File: src/rtl/rr_mux_n_pkg.sv
// Shared definitions for the mux family: mode encodings and a width helper.
package rr_mux_n_pkg;

    localparam logic MODE_FIXED = 1'b0;
    localparam logic MODE_RR    = 1'b1;

    // Number of bits needed to index n items (n >= 2).
    function automatic int unsigned clog2(input int unsigned n);
        int unsigned r;
        r = 0;
        while ((64'd1 << r) < 64'(n)) begin
            r = r + 1;
        end
        return r;
    endfunction

endpackage

File: src/rtl/rr_mux_n_if.sv
// Producer/consumer bundle for rr_mux_n: N channel inputs, one registered output stream.
interface rr_mux_n_if #(
    parameter int unsigned N_CH  = 16,
    parameter int unsigned W     = 8,
    parameter int unsigned SEL_W = rr_mux_n_pkg::clog2(N_CH)
);

    logic                mode;
    logic [SEL_W-1:0]    sel;
    logic [N_CH*W-1:0]   in_data;
    logic [N_CH-1:0]     in_valid;
    logic [N_CH-1:0]     in_ready;
    logic [W-1:0]        out_data;
    logic [SEL_W-1:0]    out_ch;
    logic                out_valid;
    logic                out_ready;

    // Environment side: drives producers/consumer.
    modport master (
        output mode, sel, in_data, in_valid, out_ready,
        input  in_ready, out_data, out_ch, out_valid
    );

    // Mux side.
    modport slave (
        input  mode, sel, in_data, in_valid, out_ready,
        output in_ready, out_data, out_ch, out_valid
    );

endinterface

File: src/rtl/rr_mux_n_arbiter.sv
// Purely combinational rotating-priority arbiter: the search starts at ptr and wraps
// through N-1 back to 0; the first requesting index wins.
module rr_arbiter #(
    parameter int unsigned N     = 16,
    parameter int unsigned IDX_W = rr_mux_n_pkg::clog2(N)
) (
    input  logic [N-1:0]     req,
    input  logic [IDX_W-1:0] ptr,
    output logic [N-1:0]     grant,
    output logic [IDX_W-1:0] grant_idx
);

    logic [IDX_W:0] cand;
    logic           found;

    // Walk the N candidates in priority order; ptr is always < N so one subtract wraps.
    always_comb begin
        grant     = '0;
        grant_idx = '0;
        found     = 1'b0;
        cand      = '0;
        for (int k = 0; k < N; k++) begin
            cand = {1'b0, ptr} + (IDX_W + 1)'(k);
            if (cand >= (IDX_W + 1)'(N)) begin
                cand = cand - (IDX_W + 1)'(N);
            end
            if (!found && req[cand[IDX_W-1:0]]) begin
                found                    = 1'b1;
                grant[cand[IDX_W-1:0]]   = 1'b1;
                grant_idx                = cand[IDX_W-1:0];
            end
        end
    end

endmodule

File: src/rtl/rr_mux_n.sv
// N-channel registered multiplexer with valid/ready handshake on every channel and
// a single registered output; fixed-select or round-robin channel choice.
module rr_mux_n
    import rr_mux_n_pkg::*;
#(
    parameter int unsigned N_CH  = 16,
    parameter int unsigned W     = 8,
    parameter int unsigned SEL_W = clog2(N_CH)
) (
    input  logic       clk,
    input  logic       rst,
    rr_mux_n_if.slave  bus
);

    logic [N_CH-1:0]  grant;
    logic [N_CH-1:0]  rr_grant;
    logic [SEL_W-1:0] grant_idx;
    logic [SEL_W-1:0] rr_idx;
    logic             any_grant;
    logic             load_en;
    logic [W-1:0]     sel_data;
    int unsigned      sel_int;

    logic             out_valid_q;
    logic [W-1:0]     out_data_q;
    logic [SEL_W-1:0] out_ch_q;
    logic [SEL_W-1:0] ptr_q;
    logic [SEL_W-1:0] ptr_d;

    rr_arbiter #(
        .N     (N_CH),
        .IDX_W (SEL_W)
    ) u_arb (
        .req       (bus.in_valid),
        .ptr       (ptr_q),
        .grant     (rr_grant),
        .grant_idx (rr_idx)
    );

    // Choose the grant source; an out-of-range sel in fixed mode simply grants nothing.
    always_comb begin
        grant     = '0;
        grant_idx = bus.sel;
        sel_int   = 32'(bus.sel);
        if (bus.mode == MODE_RR) begin
            grant     = rr_grant;
            grant_idx = rr_idx;
        end else if (sel_int < N_CH) begin
            grant[bus.sel] = bus.in_valid[bus.sel];
        end
    end

    assign any_grant = |grant;
    // Register can take a new word when empty or when its word leaves this cycle.
    assign load_en   = !out_valid_q || bus.out_ready;

    assign bus.in_ready = grant & {N_CH{load_en && !rst}};

    // One-hot data select from the granted channel.
    always_comb begin
        sel_data = '0;
        for (int i = 0; i < N_CH; i++) begin
            if (grant[i]) begin
                sel_data = sel_data | bus.in_data[i*W +: W];
            end
        end
    end

    // Round-robin pointer advances past the winner only on an accepted rr transfer.
    always_comb begin
        ptr_d = ptr_q;
        if (bus.mode == MODE_RR && load_en && any_grant) begin
            if (grant_idx == SEL_W'(N_CH - 1)) begin
                ptr_d = '0;
            end else begin
                ptr_d = grant_idx + 1'b1;
            end
        end
    end

    // Output register and pointer state.
    always_ff @(posedge clk) begin
        if (rst) begin
            out_valid_q <= 1'b0;
            out_data_q  <= '0;
            out_ch_q    <= '0;
            ptr_q       <= '0;
        end else begin
            ptr_q <= ptr_d;
            if (load_en) begin
                out_valid_q <= any_grant;
                if (any_grant) begin
                    out_data_q <= sel_data;
                    out_ch_q   <= grant_idx;
                end
            end
        end
    end

    assign bus.out_valid = out_valid_q;
    assign bus.out_data  = out_data_q;
    assign bus.out_ch    = out_ch_q;

endmodule
File: src/flat_wrapper.sv
// flat-port wrapper written by rule: the top's interface ports become plain ports
module rr_mux_n_flat import rr_mux_n_pkg::*;
#(
    parameter int unsigned N_CH  = 16,
    parameter int unsigned W     = 8,
    parameter int unsigned SEL_W = clog2(N_CH)
)
  (clk, rst, bus_mode, bus_sel, bus_in_data, bus_in_valid, bus_out_ready, bus_in_ready, bus_out_data, bus_out_ch, bus_out_valid);
  rr_mux_n_if #(.N_CH(N_CH), .W(W), .SEL_W(SEL_W)) bus_i ();
  input  logic clk;
  input  logic rst;
  input wire logic [$bits(bus_i.mode)-1:0] bus_mode;
  input wire logic [$bits(bus_i.sel)-1:0] bus_sel;
  input wire logic [$bits(bus_i.in_data)-1:0] bus_in_data;
  input wire logic [$bits(bus_i.in_valid)-1:0] bus_in_valid;
  input wire logic [$bits(bus_i.out_ready)-1:0] bus_out_ready;
  output wire logic [$bits(bus_i.in_ready)-1:0] bus_in_ready;
  output wire logic [$bits(bus_i.out_data)-1:0] bus_out_data;
  output wire logic [$bits(bus_i.out_ch)-1:0] bus_out_ch;
  output wire logic [$bits(bus_i.out_valid)-1:0] bus_out_valid;
  assign bus_i.mode = bus_mode;
  assign bus_i.sel = bus_sel;
  assign bus_i.in_data = bus_in_data;
  assign bus_i.in_valid = bus_in_valid;
  assign bus_i.out_ready = bus_out_ready;
  assign bus_in_ready = bus_i.in_ready;
  assign bus_out_data = bus_i.out_data;
  assign bus_out_ch = bus_i.out_ch;
  assign bus_out_valid = bus_i.out_valid;
  rr_mux_n #(.N_CH(N_CH), .W(W), .SEL_W(SEL_W)) u_core (.clk(clk), .rst(rst), .bus(bus_i));
endmodule
File: config.mk
export PLATFORM = sky130hd
export DESIGN_NAME = rr_mux_n_flat
export DESIGN_NICKNAME = d
export VERILOG_FILES = /design/src/rtl/rr_mux_n_pkg.sv /design/src/rtl/rr_mux_n_if.sv /design/src/rtl/rr_mux_n_arbiter.sv /design/src/rtl/rr_mux_n.sv /design/src/flat_wrapper.sv
export SDC_FILE = /design/constraint.sdc
export NUM_CORES = 1
export LEC_CHECK = 0
export CELL_PAD_IN_SITES_DETAIL_PLACEMENT = 0
export CELL_PAD_IN_SITES_GLOBAL_PLACEMENT = 2
export CORE_MARGIN = 5
export CORE_UTILIZATION = 28
export CTS_CLUSTER_SIZE = 25
export DETAILED_ROUTE_END_ITERATION = 7
export PLACE_DENSITY_LB_ADDON = 0.1
export SYNTH_ARGS = -nofsm -noshare
export SYNTH_HDL_FRONTEND = slang
export SYNTH_SLANG_ARGS = --single-unit
File: constraint.sdc
create_clock -name clk -period 6.9 [get_ports clk]
set_input_delay 1.38 -clock clk [delete_from_list [all_inputs] [get_ports clk]]
set_output_delay 1.38 -clock clk [all_outputs]
set_load 0.02 [all_outputs]
# Yosys cells after proc, flatten, opt, wreduce, memory -nomap -nowiden
# Cells that the tools add are included.
classes:
  addsub: 32
  order_cmp: 50
  n_eq_ne: 1
  n_mux: 150
  n_bitwise: 32
  n_reduce_logical: 55
op_table:
  columns: ["cell", "count"]
  rows:
  - ["16-bit two-way mux", 17]
  - ["16-bit OR", 15]
  - ["4-bit two-way mux", 34]
  - ["8-bit two-way mux", 16]
  - ["8-bit OR", 15]
  - ["4-bit by 5-bit less-than comparator with 1-bit output, second input constant", 17]
  - ["5-bit >= comparator, second input constant", 15]
  - ["1-bit binary-select mux with 4-bit select", 17]
  - ["1-bit demux with 4-bit select", 17]
  - ["4-bit by 1-bit >= comparator with 1-bit output, second input constant", 17]
  - ["4-bit by 1-bit subtractor with 4-bit output, second input constant", 16]
  - ["1-bit two-way mux", 49]
  - ["4-bit by 4-bit adder with 5-bit output, second input constant", 8]
  - ["1-bit logical AND", 35]
  - ["16-bit bitwise AND", 2]
  - ["4-bit by 3-bit adder with 5-bit output, second input constant", 4]
  - ["1-bit logical NOT", 17]
  - ["16-bit OR reduction", 1]
  - ["4-bit by 2-bit adder with 5-bit output, second input constant", 2]
  - ["4-bit by 1-bit adder with 5-bit output, second input constant", 1]
  - ["4-bit by 5-bit >= comparator with 1-bit output, second input constant", 1]
  - ["4-bit by 1-bit adder with 4-bit output, second input constant", 1]
  - ["4-bit equality test, second input constant", 1]
  - ["2-bit AND reduction", 1]
  - ["1-bit logical OR", 1]
totals:
  register_bits: 17
  input_bits: 152
  out_inout_bits: 29
  word_cells: 324

# Logic depth before layout (Yosys ltp)
depth:
  word_depth: 82
  ltp_mapped: 24
  ltp_nobuf: 15

# Cells and area by module
# A second synthesis with hierarchy kept.
unflattened:
  cells_unflattened: 958
  area_unflattened_um2: 6936.7
modules_own_cells:
  columns: ["module", "n_inst", "cells_each", "area_per_inst_um2", "seq_area_each_um2"]
  rows:
  - ["rr_arbiter", 1, 583, 4068.9, 0.0]
  - ["rr_mux_n", 1, 375, 2867.8, 340.3]

# Worst setup path before layout
# Ideal clock, no wire load.
synth_timing:
  kind: "reg-to-output"
  startpoint: "reg u_core.ptr_q[1]"
  endpoint: "out bus_in_ready[3]"
  t_arrival_ps: 4881
  required_ps: 5520
  path_slack_ps: 639
  path_stages_with_launch: 19
  path_buffers: 7
  cell_sequence: "dfxtp_1 -> buf_2 -> buf_4 -> inv_1 -> ha_1 -> clkbuf_1 -> buf_2 -> mux4_2 -> and3_1 -> or4_4 -> buf_2 -> nor3_1 -> buf_2 -> buf_1 -> nand4_1 -> o2111ai_1 -> a31oi_1 -> a31oi_2 -> nor2b_1"
synth_between:
  elab_chain_cells: 52
  elab_cells_between_ends: 253
  cone_classes: "31 x add/sub; 48 x order compare; 112 x mux; 16 x bitwise; 46 x reduce/logical"
synth_rtl:
  columns: ["item", "line", "source"]
  rows:
  - ["from (decl)", "rr_mux_n.sv:27", "logic [SEL_W-1:0] ptr_q;"]
  - ["from (signal assigned)", "rr_mux_n.sv:89", "ptr_q <= ptr_d;"]
  - ["parallel branches: the longest is 49 deep, another holds 4-bit by 1-bit adder with 5-bit output", null, null]
  - ["16-bit two-way mux (*)", "rr_mux_n_arbiter.sv:27", "if (!found && req[cand[IDX_W-1:0]]) begin"]
  - ["16-bit two-way mux (*)", "rr_mux_n.sv:45", "if (bus.mode == MODE_RR) begin"]
  - ["16-bit bitwise AND (*)", "rr_mux_n.sv:57", "assign bus.in_ready = grant & {N_CH{load_en && !rst}};"]
  - ["to (decl)", "flat_wrapper.sv:17", "output wire logic [$bits(bus_i.in_ready)-1:0] bus_in_ready;"]
# Mark *: on every way between the ends. The select of a mux whose other input is x is not followed.

# Final worst setup path
layout_timing:
  startpoint: "in bus_in_valid[8]"
  endpoint: "out bus_in_ready[14]"
layout_between:
  elab_chain_cells: 50
  elab_cells_between_ends: 113
  cone_classes: "66 x mux; 17 x bitwise; 30 x reduce/logical"
layout_rtl:
  columns: ["item", "line", "source"]
  rows:
  - ["from (decl)", "flat_wrapper.sv:15", "input wire logic [$bits(bus_i.in_valid)-1:0] bus_in_valid;"]
  - ["1-bit binary-select mux with 4-bit select", "rr_mux_n_arbiter.sv:27", null]
  - ["1-bit two-way mux (implied by the code)", "rr_mux_n_arbiter.sv:27", null]
  - ["1-bit two-way mux", "rr_mux_n_arbiter.sv:27", null]
  - ["1-bit logical NOT", "rr_mux_n_arbiter.sv:27", null]
  - ["1-bit logical AND", "rr_mux_n_arbiter.sv:27", null]
  - ["1-bit two-way mux", "rr_mux_n_arbiter.sv:27", null]
  - ["1-bit logical NOT", "rr_mux_n_arbiter.sv:27", null]
  - ["1-bit logical AND", "rr_mux_n_arbiter.sv:27", null]
  - ["[... 34 more ...]", null, null]
  - ["1-bit logical NOT", "rr_mux_n_arbiter.sv:27", null]
  - ["1-bit logical AND", "rr_mux_n_arbiter.sv:27", null]
  - ["1-bit two-way mux", "rr_mux_n_arbiter.sv:27", null]
  - ["1-bit logical NOT", "rr_mux_n_arbiter.sv:27", null]
  - ["1-bit logical AND", "rr_mux_n_arbiter.sv:27", null]
  - ["16-bit two-way mux", "rr_mux_n_arbiter.sv:27", null]
  - ["16-bit two-way mux (*)", "rr_mux_n.sv:45", null]
  - ["16-bit bitwise AND (*)", "rr_mux_n.sv:57", null]
# Mark *: on every way between the ends. The rest lies on a longest branch, timed or not. The select of a mux whose other input is x is not followed.

==> out/summary.txt <==
top-count cell post-synth: nand2_1
maximum fanout along the worst path: 11
Vias: 11816
setup TNS: 0 ps
Finished Core Util: 45.52%
critical path class: input port to output port
row count: 58
WL final: 58570 um
CTS H-tree lvls: 1
ys flop type: dfxtp_1
clock latency on the worst-skew pair: 260 ps
GRT Overall Usage: 38.54%
worst reg2reg endpoint: u_core.ptr_q[2]
P_sw: 2068 uW
largest net degree at the start of global routing: 38
CP top delay family: buffers and inverters
RePlAce Congestion: 1.100
Final #Nets: 1600
I/O pin cnt: 181
Pwr Density: 303.8 nW/um2
number of synthesized flops with an enable pin: 0
Final setup viols: 0
synthesized flop and latch total: 17
CP endpoint: bus_in_ready[14]
layout cells sized above 1: 30.26%
worst setup margin: 68.98 ps
Initial Util: 28.57%
switching part of the total power: 59.05%
crit share post-route: 99.00%
Buffers on Ports: 180
ys async rst share: 0%
FMAX: 146.4 MHz
Yosys Warn Count: 0
initial antenna violation count: 0
area leader, netlist: mux4_2
max-slew violations: 0
Critical Path End Type: output port
cell area after synthesis: 7237 um2
Chip Height: 170.8 um
crit-path cells: clkdlybuf4s50_1, buf_4, mux4_2, mux2_2, mux2i_1, buf_4, nand4_2, buf_4, nor4_2, buf_4, buf_4, nand4_1, nand4_1, a31oi_1, a21oi_2, nor2b_1, dlygate4sd2_1
critical path's slowest cell: mux4_2
max cap viols: 0
antenna-violating nets left: 0
routed vias/inst: 6.710
Int Pwr: 1434 uW
CTS Buf Count: 3
Die X: 170.8 um
Hold Path Class: flip-flop to flip-flop
initial DRC count: 1890
Seq pwr share: 3.6%
CP arrival: 5450 ps
hold slack: 493.3 ps
CTS Buffer Depth: 2
Most Frequent Cell on Critical Path: buf_4
Yosys top cell area share: 7.469%
top cells by area, synth: mux4_2, nand4_1, nand2_1
vias in the first global route: 11512
critical path depth in cells: 17
clock transition at the registers of the reported paths: 60 ps
synthesized instance count: 1023
root buf cell: clkbuf_16
area growth from synthesis to layout: 59.30%
Worst Path Buf+Inv: 7
Layout Skew: 1.264 ps
first-pass GRT wire length: 82610 um
post-synthesis sequential area ratio: 4.703%
Synth top cells by count: nand2_1, nor2_1, nand4_1, nand3_1, clkbuf_1
Detail Placement HPWL: 48090 um
Sink Count: 17
CTS tree: yes
synth unique cells: 90
reg2reg path depth: 19
post-place setup slack: -248.6 ps
Diodes inserted: 0
static leakage: 0.004511 uW
worst setup path start: bus_in_valid[8]
Hold Fails Final Rpt: 0
normalized max-slew margin: 25.09%
DP Area: 11430 um2
worst vdd ir: 0.0001842 V
# DRC: 0
synthesized area per cell: 7.074 um2
overflow left after global routing: 0
reg2reg setup slack: 790 ps
status: completed
DRT Pass-1 Iters: 8
core area: 25330 um2
final worst path period need: 6831 ps
Critical Path Max Stage Delay: 520 ps
syn_nets: 1191
Final Cell Area: 11530 um2
worst slew pin tran: 1114 ps
die area: 29160 um2
critical path required time: 5520 ps
startpoint of the worst register-to-register path: u_core.ptr_q[1]
per-cell routed wire length: 33.26 um
power share of the combinational group: 92.9%
startpoint types: input port
clock share of power: 3.5%
==> layout make-up <==
| type | instances | area, um2 |
|---|---|---|
| fillers | 2607 | 13800 |
| flip-flops and latches | 17 | 341.6 |
| clock inverters | 1 | 5.005 |
| clock buffers | 3 | 75.07 |
| well taps | 330 | 412.9 |
| repair buffers | 494 | 4139 |
| inverters | 25 | 93.84 |
| multi-input cells | 891 | 6461 |
==> cells in the final DEF (no fill, tap or decap), drive strengths merged, types with 12 or more instances in the layout <==
cell / synthesis / final
a21oi: 37 / 37
a221oi: 12 / 12
a222oi: 13 / 13
a22oi: 28 / 28
a311oi: 14 / 14
a31oi: 38 / 38
a32oi: 14 / 14
and2: 15 / 15
and3: 35 / 35
buf: 39 / 317
clkbuf: 51 / 12
clkdlybuf4s50: 0 / 164
dfxtp: 17 / 17
ha: 16 / 16
inv: 23 / 23
mux2: 16 / 16
mux2i: 16 / 16
mux4: 24 / 24
nand2: 98 / 98
nand3: 55 / 55
nand4: 63 / 63
nor2: 77 / 77
nor2b: 21 / 21
nor3: 51 / 51
nor4: 34 / 34
o211ai: 15 / 15
o21ai: 36 / 36
==> worst min-delay path by stage <==
stage | from | to | slack, ps | cells past startpoint
finish | u_core.bus.out_ch[0] | u_core.bus.out_ch[0] | 490 | 2
global route | u_core.bus.out_data[6] | u_core.bus.out_data[6] | 520 | 2
CTS | u_core.bus.out_data[0] | u_core.bus.out_data[0] | 500 | 1
detailed placement | u_core.bus.out_ch[1] | u_core.bus.out_ch[1] | 480 | 2
global placement | u_core.bus.out_ch[3] | u_core.bus.out_ch[3] | 480 | 2
floorplan | u_core.bus.out_data[6] | u_core.bus.out_data[6] | 570 | 2
==> worst min-delay path, delay by kind of cell (launching register included) <==
kind,cells,cell delay (ps)
mux,1,60
flops,1,320
simple gates,1,70
==> sequential cells by signal, indices dropped and copies added (netlist names) <==
signal,count
u_core.bus.out_valid,1
u_core.ptr_q,4
u_core.bus.out_data,8
u_core.bus.out_ch,4
==> power by group through the flow <==
stage	Combinational [uW]	Sequential (uW)	Clock, uW
finish	3250	125	124
global route	3310	127	130
CTS	3080	125	126
detailed placement	3070	127	0
global placement	3110	126	0
floorplan	1390	140	0
==> logic make-up after synthesis <==
family | after synthesis | synth area share [%]
and+or+nand+nor | 487 | 37.10
AOI/OAI and AO/OA | 317 | 34.15
buffers and inverters | 115 | 7.192
muxes | 56 | 12.17
DFF | 17 | 4.703
adders and majority gates | 16 | 2.766
xor gates and xnor gates | 15 | 1.919
==> per-stage QoR <==
stage | power (uW) | std cells
2_1_floorplan | 1528 | 1023
3_3_place_gp | 3240 | 1754
3_5_place_dp | 3194 | 1754
4_1_cts | 3333 | 1758
5_1_grt | 3566 | 1761
6_report | 3502 | 1761
==> per-layer routing <==
| metal | vias up | routed length (um) | global-route usage [%] |
|---|---|---|---|
| met5 | - | 0 | 0 |
| met2 | 986 | 25250 | 59.11 |
| li1 | 4968 | - | - |
| met3 | 263 | 7163 | 10.10 |
| met4 | 0 | 4132 | 20.10 |
| met1 | 5599 | 22020 | 49.70 |
==> repair_timing <==
item                       4_1_cts  5_1_grt
setup endpoints to repair       14       11
cloned                           0        0
resized for setup               15       24
hold buffers                     0        0
pin swaps                        0        1
buffers inserted                 0        3
Note: power is estimated with default switching activity, not from simulation.
